File: src/rtl/i2s_tx.sv
// I2S transmitter: serialises one stereo sample pair per frame, MSB first with
// the one-bclk I2S delay, from a one-deep input buffer through a frame shadow.
module i2s_tx #(
   parameter int WD        = 24,
   parameter int SLOT_BITS = 32,
   parameter int BCLK_DIV  = 4
) (
   input  logic          clk,
   input  logic          reset_n,
   input  logic [WD-1:0] s_left,
   input  logic [WD-1:0] s_right,
   input  logic          s_valid,
   output logic          s_ready,
   output logic          bclk,
   output logic          lrclk,
   output logic          sdata,
   output logic          underrun
);

   localparam int DW = $clog2(BCLK_DIV);
   localparam int BW = $clog2(2 * SLOT_BITS);
   localparam logic [DW-1:0] DIV_LAST = DW'(BCLK_DIV - 1);
   localparam logic [DW-1:0] DIV_HALF = DW'(BCLK_DIV / 2);
   localparam logic [BW-1:0] BIT_LAST = BW'(2 * SLOT_BITS - 1);
   localparam logic [BW-1:0] SLOT     = BW'(SLOT_BITS);

   logic [DW-1:0] div_cnt, div_nxt;
   logic [BW-1:0] bit_cnt, bit_nxt, p_nxt;
   logic [WD-1:0] buf_l, buf_r, sh_l, sh_r, sh_l_nxt, sh_r_nxt, word;
   logic          div_wrap, frame_wrap, xfer, lr_nxt, sd_nxt;

   always_comb begin
      div_wrap   = (div_cnt == DIV_LAST);
      frame_wrap = div_wrap && (bit_cnt == BIT_LAST);
      xfer       = s_valid && s_ready;
      div_nxt    = div_wrap ? '0 : div_cnt + 1'b1;
      bit_nxt    = bit_cnt;
      if (frame_wrap)
         bit_nxt = '0;
      else if (div_wrap)
         bit_nxt = bit_cnt + 1'b1;

      // s_ready low means the buffer holds a pair; otherwise a same-edge
      // transfer bypasses into the shadow, else the frame goes silent.
      sh_l_nxt = sh_l;
      sh_r_nxt = sh_r;
      if (frame_wrap) begin
         if (!s_ready) begin
            sh_l_nxt = buf_l;
            sh_r_nxt = buf_r;
         end else if (s_valid) begin
            sh_l_nxt = s_left;
            sh_r_nxt = s_right;
         end else begin
            sh_l_nxt = '0;
            sh_r_nxt = '0;
         end
      end

      lr_nxt = (bit_nxt >= SLOT);
      p_nxt  = lr_nxt ? bit_nxt - SLOT : bit_nxt;
      word   = lr_nxt ? sh_r_nxt : sh_l_nxt;
      sd_nxt = 1'b0;
      for (int i = 0; i < WD; i++) begin
         if (p_nxt == BW'(WD - i))
            sd_nxt = word[i];
      end
   end

   always_ff @(posedge clk or negedge reset_n) begin
      if (!reset_n) begin
         div_cnt  <= '0;
         bit_cnt  <= '0;
         buf_l    <= '0;
         buf_r    <= '0;
         sh_l     <= '0;
         sh_r     <= '0;
         s_ready  <= 1'b1;
         bclk     <= 1'b0;
         lrclk    <= 1'b0;
         sdata    <= 1'b0;
         underrun <= 1'b0;
      end else begin
         div_cnt  <= div_nxt;
         bit_cnt  <= bit_nxt;
         sh_l     <= sh_l_nxt;
         sh_r     <= sh_r_nxt;
         bclk     <= (div_nxt >= DIV_HALF);
         underrun <= frame_wrap && s_ready && !s_valid;
         if (div_wrap) begin
            lrclk <= lr_nxt;
            sdata <= sd_nxt;
         end
         if (frame_wrap)
            s_ready <= 1'b1;
         else if (xfer) begin
            s_ready <= 1'b0;
            buf_l   <= s_left;
            buf_r   <= s_right;
         end
      end
   end

endmodule
File: config.mk
export PLATFORM = sky130hd
export DESIGN_NAME = i2s_tx
export DESIGN_NICKNAME = d
export VERILOG_FILES = /design/src/rtl/i2s_tx.sv
export SDC_FILE = /design/constraint.sdc
export NUM_CORES = 1
export LEC_CHECK = 0
export ABC_AREA = 1
export CORE_ASPECT_RATIO = 0.75
export CORE_MARGIN = 2
export CORE_UTILIZATION = 50
export DETAILED_ROUTE_END_ITERATION = 7
export MAX_ROUTING_LAYER = met4
export PLACE_DENSITY = 0.8
export SLEW_MARGIN = 20
export SYNTH_ARGS = -nofsm -noshare
export SYNTH_HDL_FRONTEND = slang
export SYNTH_SLANG_ARGS = --single-unit
File: constraint.sdc
create_clock -name clk -period 6.3 [get_ports clk]
set_input_delay 1.575 -clock clk [delete_from_list [all_inputs] [get_ports clk]]
set_output_delay 1.575 -clock clk [all_outputs]
set_load 0.005 [all_outputs]
==> results of run 1 <==
## cell families (layout without fill, tap and decap cells)
group,Yosys count,in the layout
muxes,43,43
buffers and inverters,61,108
xor gates and xnor gates,1,1
AOI/OAI and AO/OA,80,80
DFF,108,108
and+or+nand+nor,293,293
adders and majority gates,2,2
## final cells by class
cell class / instances / area [µm²]
fill: 872 / 4150
tap: 136 / 170
timing repair buffer: 60 / 586
multi-input combinational: 419 / 2200
sequential: 108 / 2700
inverter: 32 / 120
clock inverter: 4 / 25.0
clock buffer: 12 / 246
## Yosys cell counts, types with 2 or more instances
cell and n:
nand2_1 175, dfrtp_1 107, nor2_1 68, a31oi_1 43, mux2_2 43, inv_1 31
o21ai_0 24, nand3_1 19, buf_2 17, nor3_1 14, nand4_1 7, buf_4 5
buf_6 4, nand2_2 4, o21a_1 4, a21oi_1 3, clkbuf_1 2, ha_1 2
nor2_2 2, nor2_4 2
## where the power goes
part | total (µW) | internal, µW | switching [µW]
Clock | 518 | 278 | 240
Combinational | 106 | 61.4 | 44.5
Sequential | 747 | 729 | 18.4
## final timing paths
path / from / to / slack (ns)
setup / recovery: s_valid / sdata$_DFFE_PN0N_ / 2.02
hold / removal: div_cnt[0]$_DFF_PN0_ / div_cnt[0]$_DFF_PN0_ / 0.43
setup reg to reg: bclk$_DFF_PN0_ / sdata$_DFFE_PN0N_ / 2.65
hold reg to reg: div_cnt[0]$_DFF_PN0_ / div_cnt[0]$_DFF_PN0_ / 0.43
max in group asynchronous: reset_n / buf_r[12]$_DFFE_PN0P_ / 3.89
min in group asynchronous: reset_n / div_cnt[0]$_DFF_PN0_ / 1.24
## worst max-delay path: stages
cell,delay [ns]
clkdlybuf4s50_1,0.58
nand2_1,0.18
inv_1,0.48
buf_4,0.38
nand2_1,0.08
a31oi_1,0.23
nor2_1,0.06
nor3_1,0.13
o21ai_0,0.10
nand3_1,0.11
nand2_1,0.06
nand4_1,0.07
nand2_1,0.06
nand4_1,0.07
nand2_1,0.06
nand4_1,0.08
nand2_1,0.06
nand4_1,0.06
nor2_1,0.04
nor2_1,0.09
## flip-flops by register name (all words and copies together), names as in the netlist
name	cells
bclk	1
div_cnt	1
buf_r	24
lrclk	1
underrun	1
sdata	1
sh_r	24
bit_cnt	6
s_ready	1
sh_l	24
buf_l	24
## per-layer routing
metal | up-vias | global-route usage (%) | routed length, µm
met3 | 18 | 5.23 | 624
met1 | 2023 | 29.7 | 5140
met5 | - | - | 0
met4 | 0 | 7.57 | 185
li1 | 2024 | - | -
met2 | 107 | 35.1 | 5480
## per-stage QoR
step / instances / util [%] / power, µW / hold WS (ns)
2_1_floorplan: 588 / - / 803 / 0.401
3_3_place_gp: 755 / 56.7 / 861 / 0.411
3_5_place_dp: 755 / 56.7 / 868 / 0.426
4_1_cts: 771 / 59.3 / 1390 / 0.432
5_1_grt: 771 / 59.3 / 1430 / 0.456
6_report: 771 / 59.3 / 1370 / 0.428
==> summary.md, run 1 <==
| Metric | Value |
|---|---|
| Post-CTS Hold Buffers | 0 |
| Leak | about 0.0027 µW |
| Status | finished clean |
| Die Span Y | slightly above 90 µm |
| Worst hold stages | 1 |
| Hold WC Path Type | reg -> reg |
| Tcrit/Tclk final | between 60% and 70% |
| Sequential cell area fraction in the yosys report | just over 50% |
| Largest family of logic cells by synthesized area | simple AND/OR/NAND/NOR gates |
| Final setup viols | 0 |
| CTS clk-pin slew, worst paths | approximately 0.07 ns |
| Yosys top cell by area | dfrtp_1 |
| Yosys warning total | 0 |
| TNS Setup | 0 ns |
| Crit path required time | between 6 and 7 ns |
| Critical path class | in -> reg |
| Startpoint Class | input port |
| CTS tree | done |
| Vias in the first global route | ~4200 |
| P&R area growth vs syn | 16.3% |
| Flops & latches, synth | ~110 |
| DP Worst Slack | between 1.5 and 2 ns |
| Synthesized area per cell | about 8.9 µm² |
| Clock tree buffer depth | 2 |
| Simple-gate area share of the yosys netlist | between 20 and 25% |
| Critical path arrival | between 4 and 5 ns |
| Largest net degree at the start of global routing | 59 |
| Detailed placement HPWL | 7.97 mm |
| RSZ-0062 raised after global routing | false |
| Yosys cell types | 32 |
| Grt total ovfl | 0 |
| Post-CTS setup buffer count | 0 |
| Pins Over Slew Limit | 0 |
| Compound-Gate Fraction of Synth Area | under 10% |
| Clk_lat worst skew | about 0.35 ns |
| Die X | ~120 µm |
| Ys flop type | dfrtp_1 |
| First-pass GRT wire length | about 20 mm |
| Nets | 683 |
| Endpoint class of the critical path | flop |
| Max IR drop VDD | slightly above 200 µV |
| Commonest non-fill, non-tap cell in the layout | nand2_1 |
| Top cell type's share of synthesized area | ~50% |
| Initial DRC Count | 248 |
| Final hold viol count | 0 |
| Dpl cell area | around 0.0058 mm² |
| Avg WL per Cell | 14.8 µm |
| Core area | around 0.01 mm² |
| CTS Root Buffer Type | clkbuf_16 |
| Slew Limit Headroom | between 30% and 40% |
| Post-route ant nets | 0 |
| Synth Area in XOR/XNOR | less than 1% |
| Post-route cell area | around 0.0061 mm² |
| Die ar. | 0.0113 mm² |
| Reg2Reg Depth | 19 |
| Resized Gates After CTS | 0 |
| CTS Buf Count | 9 |
| Initial Util | between 50% and 60% |
| MaxCap Viol Count | 0 |
| Max H-tree Level | 3 |
| Sinks on Clock Net | 108 |
| GR Util All Layers | a little under a quarter |
| Most frequent cells in the layout | nand2_1 (174), dfrtp_1 (107), nor2_1 (68) |
| Worst-Margin Slew | slightly above 1 ns |
| # IOs | 56 |
| Routability congestion estimate | about 0.84 |
| Syn nets | 641 |
| Area contributors post-synth | dfrtp_1 (51%), nand2_1 (13%), mux2_2 (9.3%) |
| Adder-Cell Fraction of Synth Area | 0.481% |
| DRC errors left | 0 |
| Setup ws final | between 2 and 2.5 ns |
| Layout Skew | around 0.0062 ns |
| Cells after Synth | between 500 and 600 |
| Post-synthesis mux area share | around a tenth |
| Final min period | between 4 and 5 ns |
| Ys async rst share | 100% |
| # rows | 32 |
| Initial DRT Pass Iterations | 5 |
| I/O Buffers | between 50 and 60 |
| Max Fclk | about 0.23 GHz |
| Crit-path max FO | 24 |
| Pwr dens | roughly 230 mW/mm² |
| Initial antenna violation count | 0 |
| Post-Synthesis Cell Area | 0.00520 mm² |
| Total Wirelength | about 11 mm |
| Via count | around 4200 |
| N_diodes | 0 |
| Layout cells sized above 1 | between 10 and 15% |
| Vias per std cell | about 5.4 |
| Number of synthesized flops with an enable pin | 0 |
Note: power is estimated with default switching activity, not from simulation.
==> run 2, diff against run 1 <==
--- a/config.mk
+++ b/config.mk
@@ -11,7 +11,7 @@
 export CORE_UTILIZATION = 50
 export DETAILED_ROUTE_END_ITERATION = 7
 export MAX_ROUTING_LAYER = met4
-export PLACE_DENSITY = 0.8
+export PLACE_DENSITY = 0.83
 export SLEW_MARGIN = 20
 export SYNTH_ARGS = -nofsm -noshare
 export SYNTH_HDL_FRONTEND = slang
==> constraint.sdc (replaced) <==
create_clock -name clk -period 3.5 [get_ports clk]
set_input_delay 0.875 -clock clk [delete_from_list [all_inputs] [get_ports clk]]
set_output_delay 0.875 -clock clk [all_outputs]
set_load 0.005 [all_outputs]
==> summary.md, run 2 (synthesis gave the netlist of run 1 again) <==
| Metric | Value |
|---|---|
| Status | finished clean |
| Clock network fraction of total power | between 40 and 50% |
| GR Util All Layers | a little under a quarter |
| Routability congestion estimate | 0.874 |
| CTS Buf Count | 9 |
| Tcrit/Tclk final | 87.6% |
| CTS Root Buffer Type | clkbuf_16 |
| Hold WC Path Type | reg -> reg |
| Initial DRT Pass Iterations | 6 |
| DRC errors left | 0 |
| Resized Gates After CTS | 0 |
| MaxCap Viol Count | 0 |
| Critical path arrival | ~3.3 ns |
| Clock tree buffer depth | 2 |
| Initial antenna violation count | 0 |
| Die ar. | ~0.011 mm² |
| Leak | roughly 0.0027 µW |
| RSZ-0062 raised after global routing | false |
| Worst-Margin Slew | 0.683 ns |
| Most frequent cells in the layout | nand2_1 (174), dfrtp_1 (107), nor2_1 (68) |
| Crit path required time | about 3.8 ns |
| Initial Util | between 50% and 60% |
| Most used cell, CP | nand2_1 |
| Sw Ratio | 21.3% |
| Total Wirelength | approximately 12 mm |
| CP Cell Sequence | ha_2 -> nand2_1 -> nor2_2 -> nand2_1 -> nand2_2 -> nand2_2 -> buf_4 -> nand2_1 -> nand2_1 -> nand2_1 -> nand4_1 -> nor2_1 -> nand3_1 -> nand2_1 -> nand4_1 -> nand2_1 -> nand4_1 -> nand2_1 -> nand4_1 -> nand2_1 -> nand4_1 -> nor2_1 -> nor2_1 |
| Max H-tree Level | 3 |
| Post-CTS Hold Buffers | 0 |
| Crit-path slowest cell | dfrtp_1 |
| Pint | about 2000 µW |
| P&R area growth vs syn | 18.4% |
| Die Span Y | slightly above 90 µm |
| Largest net degree at the start of global routing | 56 |
| Core area | 0.0102 mm² |
| Net load switching power | 554 µW |
| TNS Setup | 0 ns |
| Nets | 689 |
| Max IR drop VDD | approximately 350 µV |
| # IOs | between 50 and 60 |
| CTS tree | done |
| Initial DRC Count | around 320 |
| Flop pwr share | 51.7% |
| N_diodes | 0 |
| Critical path's largest stage delay | ~0.36 ns |
| Layout cells sized above 1 | a little over an eighth |
| CTS clk-pin slew, worst paths | approximately 0.070 ns |
| Final hold viol count | 0 |
| Vias in the first global route | slightly above 4000 |
| Final min period | roughly 3.1 ns |
| Die X | roughly 120 µm |
| I/O Buffers | 55 |
| Post-route ant nets | 0 |
| Pins Over Slew Limit | 0 |
| Clk_lat worst skew | between 0.3 and 0.4 ns |
| Avg WL per Cell | roughly 15 µm |
| Endpoint class of the critical path | flop |
| Dpl cell area | 0.00585 mm² |
| Post-CTS setup buffer count | 0 |
| Commonest non-fill, non-tap cell in the layout | nand2_1 |
| Sinks on Clock Net | roughly 110 |
| Post-route cell area | just over 0.006 mm² |
| Startpoint Class | flop |
| Vias per std cell | about 5.5 |
| Pwr dens | roughly 420 mW/mm² |
| Layout Skew | 0.00687 ns |
| Detailed placement HPWL | between 8 and 9 mm |
| Max Fclk | 0.326 GHz |
| Slew Limit Headroom | 54.5% |
| Grt total ovfl | 0 |
| Final setup viols | 0 |
| # rows | 32 |
| Crit-path max FO | 17 |
| First-pass GRT wire length | 19.5 mm |
| Critical path class | reg -> reg |
| Via count | 4232 |
| Comb pwr share | approximately 7.4% |
## run 2: metrics by stage
stage	instances	utilization (%)	total power (µW)	worst slack [ns]	hold WS, ns
6_report	776	60.4	2600	0.434	0.427
5_1_grt	776	60.4	2700	0.0955	0.458
4_1_cts	776	60.3	2620	0.313	0.427
3_5_place_dp	761	57.3	1570	0.267	0.417
3_3_place_gp	761	57.3	1550	0.325	0.414
2_1_floorplan	588	-	1450	1.08	0.401
## run 2: metal layers
metal | routed length [µm] | track usage [%] | vias up
li1 | - | - | 2039
met1 | 5350 | 30.4 | 2041
met2 | 5520 | 35.5 | 130
met3 | 612 | 5.85 | 22
met4 | 158 | 4.89 | 0
met5 | 0 | - | -
## run 2: area by class of cell
class	instances	area [µm²]
multi-input cells	419	2210
fillers	840	4050
well taps	136	170
clock inverters	5	77.6
flip-flops and latches	108	2700
inverters	32	120
clock buffers	10	229
repair buffers	66	656
## run 2: power groups by stage
stage / clock, µW / sequential, µW / combinational [µW]
6_report: 1060 / 1340 / 192
5_1_grt: 1140 / 1350 / 216
4_1_cts: 1080 / 1350 / 197
3_5_place_dp: 0 / 1370 / 196
3_3_place_gp: 0 / 1360 / 188
2_1_floorplan: 0 / 1360 / 88.0
## run 2: path summary, 6_finish.rpt
path | startpoint | end | slack, ns | depth (start not counted)
min in group asynchronous | reset_n | sh_l[15]$_DFF_PN0_ | 0.56 | 1
worst min register to register | div_cnt[0]$_DFF_PN0_ | div_cnt[0]$_DFF_PN0_ | 0.43 | 1
worst max register to register | bclk$_DFF_PN0_ | sdata$_DFFE_PN0N_ | 0.43 | 23
worst min-delay path | div_cnt[0]$_DFF_PN0_ | div_cnt[0]$_DFF_PN0_ | 0.43 | 1
max in group asynchronous | reset_n | s_ready$_DFFE_PN1P_ | 2.16 | 2
worst max-delay path | bclk$_DFF_PN0_ | sdata$_DFFE_PN0N_ | 0.43 | 23
## run 2: worst max-delay path, delay by kind of cell, from the launching register on
kind / cells / cell delay [ns]
fa+ha+maj: 1 / 0.36
buf+inv: 1 / 0.26
flops: 1 / 0.36
simple gates: 21 / 1.98
==> run 3, diff against run 2 <==
--- a/config.mk
+++ b/config.mk
@@ -6,9 +6,11 @@
 export NUM_CORES = 1
 export LEC_CHECK = 0
 export ABC_AREA = 1
+export CELL_PAD_IN_SITES_DETAIL_PLACEMENT = 1
+export CELL_PAD_IN_SITES_GLOBAL_PLACEMENT = 2
 export CORE_ASPECT_RATIO = 0.75
 export CORE_MARGIN = 2
-export CORE_UTILIZATION = 50
+export CORE_UTILIZATION = 31
 export DETAILED_ROUTE_END_ITERATION = 7
 export MAX_ROUTING_LAYER = met4
 export PLACE_DENSITY = 0.83
==> summary.md, run 3 (synthesis gave the netlist of run 1 again) <==
| Metric | Value |
|---|---|
| Status | finished clean |
| Sinks on Clock Net | ~110 |
| MaxCap Viol Count | 0 |
| Worst-Margin Slew | about 0.65 ns |
| TNS Setup | 0 ns |
| Die ar. | 0.0179 mm² |
| Util after Layout | about two fifths |
| Max IR drop VDD | approximately 270 µV |
| Final Non-Filler Cells | between 800 and 900 |
| Avg WL per Cell | approximately 16 µm |
| Pins Over Slew Limit | 0 |
| Leak | approximately 0.0027 µW |
| Initial Util | about 32% |
| Slew Limit Headroom | 56.9% |
| Post-CTS Hold Buffers | 0 |
| DRC errors left | 0 |
| GR Util All Layers | 16.2% |
| Crit path required time | 3.75 ns |
| Resized Gates After CTS | 0 |
| P&R area growth vs syn | 20.7% |
| N_diodes | 0 |
| First-pass GRT wire length | roughly 22 mm |
| CTS clk-pin slew, worst paths | roughly 0.07 ns |
| Commonest non-fill, non-tap cell in the layout | nand2_1 |
| Max Fclk | approximately 0.32 GHz |
| CTS Root Buffer Type | clkbuf_16 |
| Grt total ovfl | 0 |
| Crit-path max FO | 19 |
| Core area | roughly 0.016 mm² |
| Clk_lat worst skew | ~0.36 ns |
| Total Wirelength | 13.3 mm |
| Via count | 4142 |
| Endpoint class of the critical path | flop |
| Most frequent cells in the layout | nand2_1 (174), dfrtp_1 (107), nor2_1 (68) |
| Critical path arrival | about 3.3 ns |
| CTS Buf Count | 9 |
| RSZ-0062 raised after global routing | false |
| DP Worst Slack | 0.147 ns |
| Layout cells sized above 1 | a little over an eighth |
| # rows | 40 |
| Pwr dens | approximately 410 mW/mm² |
| Layout Skew | between 0.007 and 0.008 ns |
| Vias in the first global route | about 4400 |
| Pint | approximately 2000 µW |
| Net load switching power | 591 µW |
| Routability congestion estimate | slightly above 0.8 |
| Final min period | 3.08 ns |
| Post-route ant nets | 0 |
| Setup ws final | 0.423 ns |
| Placed cell count | 838 |
| Die X | between 150 and 200 µm |
| Post-CTS setup buffer count | 0 |
| Flop pwr share | 51.9% |
| Startpoint Class | flop |
| Die Span Y | roughly 120 µm |
| Clock tree buffer depth | 2 |
| Hold WS | around 0.44 ns |
| # IOs | 56 |
| Initial antenna violation count | 0 |
| Sw Ratio | between 20 and 25% |
| Clock network fraction of total power | approximately 41% |
| Largest net degree at the start of global routing | 62 |
| Final setup viols | 0 |
| Max H-tree Level | 3 |
| Final hold viol count | 0 |
| Vias per std cell | between 4 and 5 |
| Comb pwr share | 7.6% |
| Nets | between 600 and 700 |
| Tcrit/Tclk final | approximately 88% |
| I/O Buffers | between 50 and 60 |
| Initial DRT Pass Iterations | 4 |
| Initial DRC Count | between 150 and 200 |
| CTS tree | done |
| Critical path class | reg -> reg |
| Hold WC Path Type | reg -> reg |
| Detailed placement HPWL | 9.62 mm |
run 3: power groups by stage:
stage | combinational, µW | sequential (µW) | clock [µW]
finish | 196 | 1340 | 1050
global route | 219 | 1350 | 1140
CTS | 202 | 1340 | 1080
detailed placement | 201 | 1370 | 0
global placement | 194 | 1360 | 0
floorplan | 88.0 | 1360 | 0
run 3: path summary, 6_finish.rpt:
path / slack, ns / to / startpoint / cells after the start
max reg2reg: 0.42 / sdata$_DFFE_PN0N_ / bclk$_DFF_PN0_ / 20
min reg2reg: 0.44 / div_cnt[0]$_DFF_PN0_ / div_cnt[0]$_DFF_PN0_ / 1
max in group asynchronous: 2.16 / s_ready$_DFFE_PN1P_ / reset_n / 2
min in group asynchronous: 0.53 / buf_l[15]$_DFFE_PN0P_ / reset_n / 1
min: 0.44 / div_cnt[0]$_DFF_PN0_ / div_cnt[0]$_DFF_PN0_ / 1
max: 0.42 / sdata$_DFFE_PN0N_ / bclk$_DFF_PN0_ / 20
run 3: area by class of cell:
| class | instances | area, µm² |
|---|---|---|
| fill | 1951 | 9930 |
| tap | 210 | 263 |
| clock buffer | 10 | 239 |
| sequential | 108 | 2700 |
| clock inverter | 6 | 63.8 |
| timing repair buffer | 69 | 691 |
| multi-input combinational | 419 | 2200 |
| inverter | 32 | 120 |
run 3: metal layers:
metal	track usage, %	part of all wire, %
met5	-	0
met3	3.15	2.2
met4	4.28	1.2
met1	22.0	51
met2	25.1	45
run 3: worst max-delay path, stage by stage (launching register included):
cell     delay, ns
dfrtp_1       0.36
ha_1          0.34
buf_4         0.22
nand2_1       0.11
nor2_2        0.17
o21ai_2       0.12
nand2_2       0.26
inv_1         0.09
buf_4         0.22
nand2_1       0.08
nand2_1       0.08
a31oi_1       0.15
nand4_1       0.11
nand2_1       0.07
nand4_1       0.08
nand2_1       0.08
nand4_1       0.11
nand2_1       0.09
nand4_1       0.08
nor2_1        0.11
nor2_1        0.05
run 3: through the flow:
step	area [µm²]	total power, µW
after detailed placement	5980	1570
after CTS	6280	2630
final	6280	2590
after global placement	5980	1560
after global routing	6280	2710
after floorplan	5200	1450
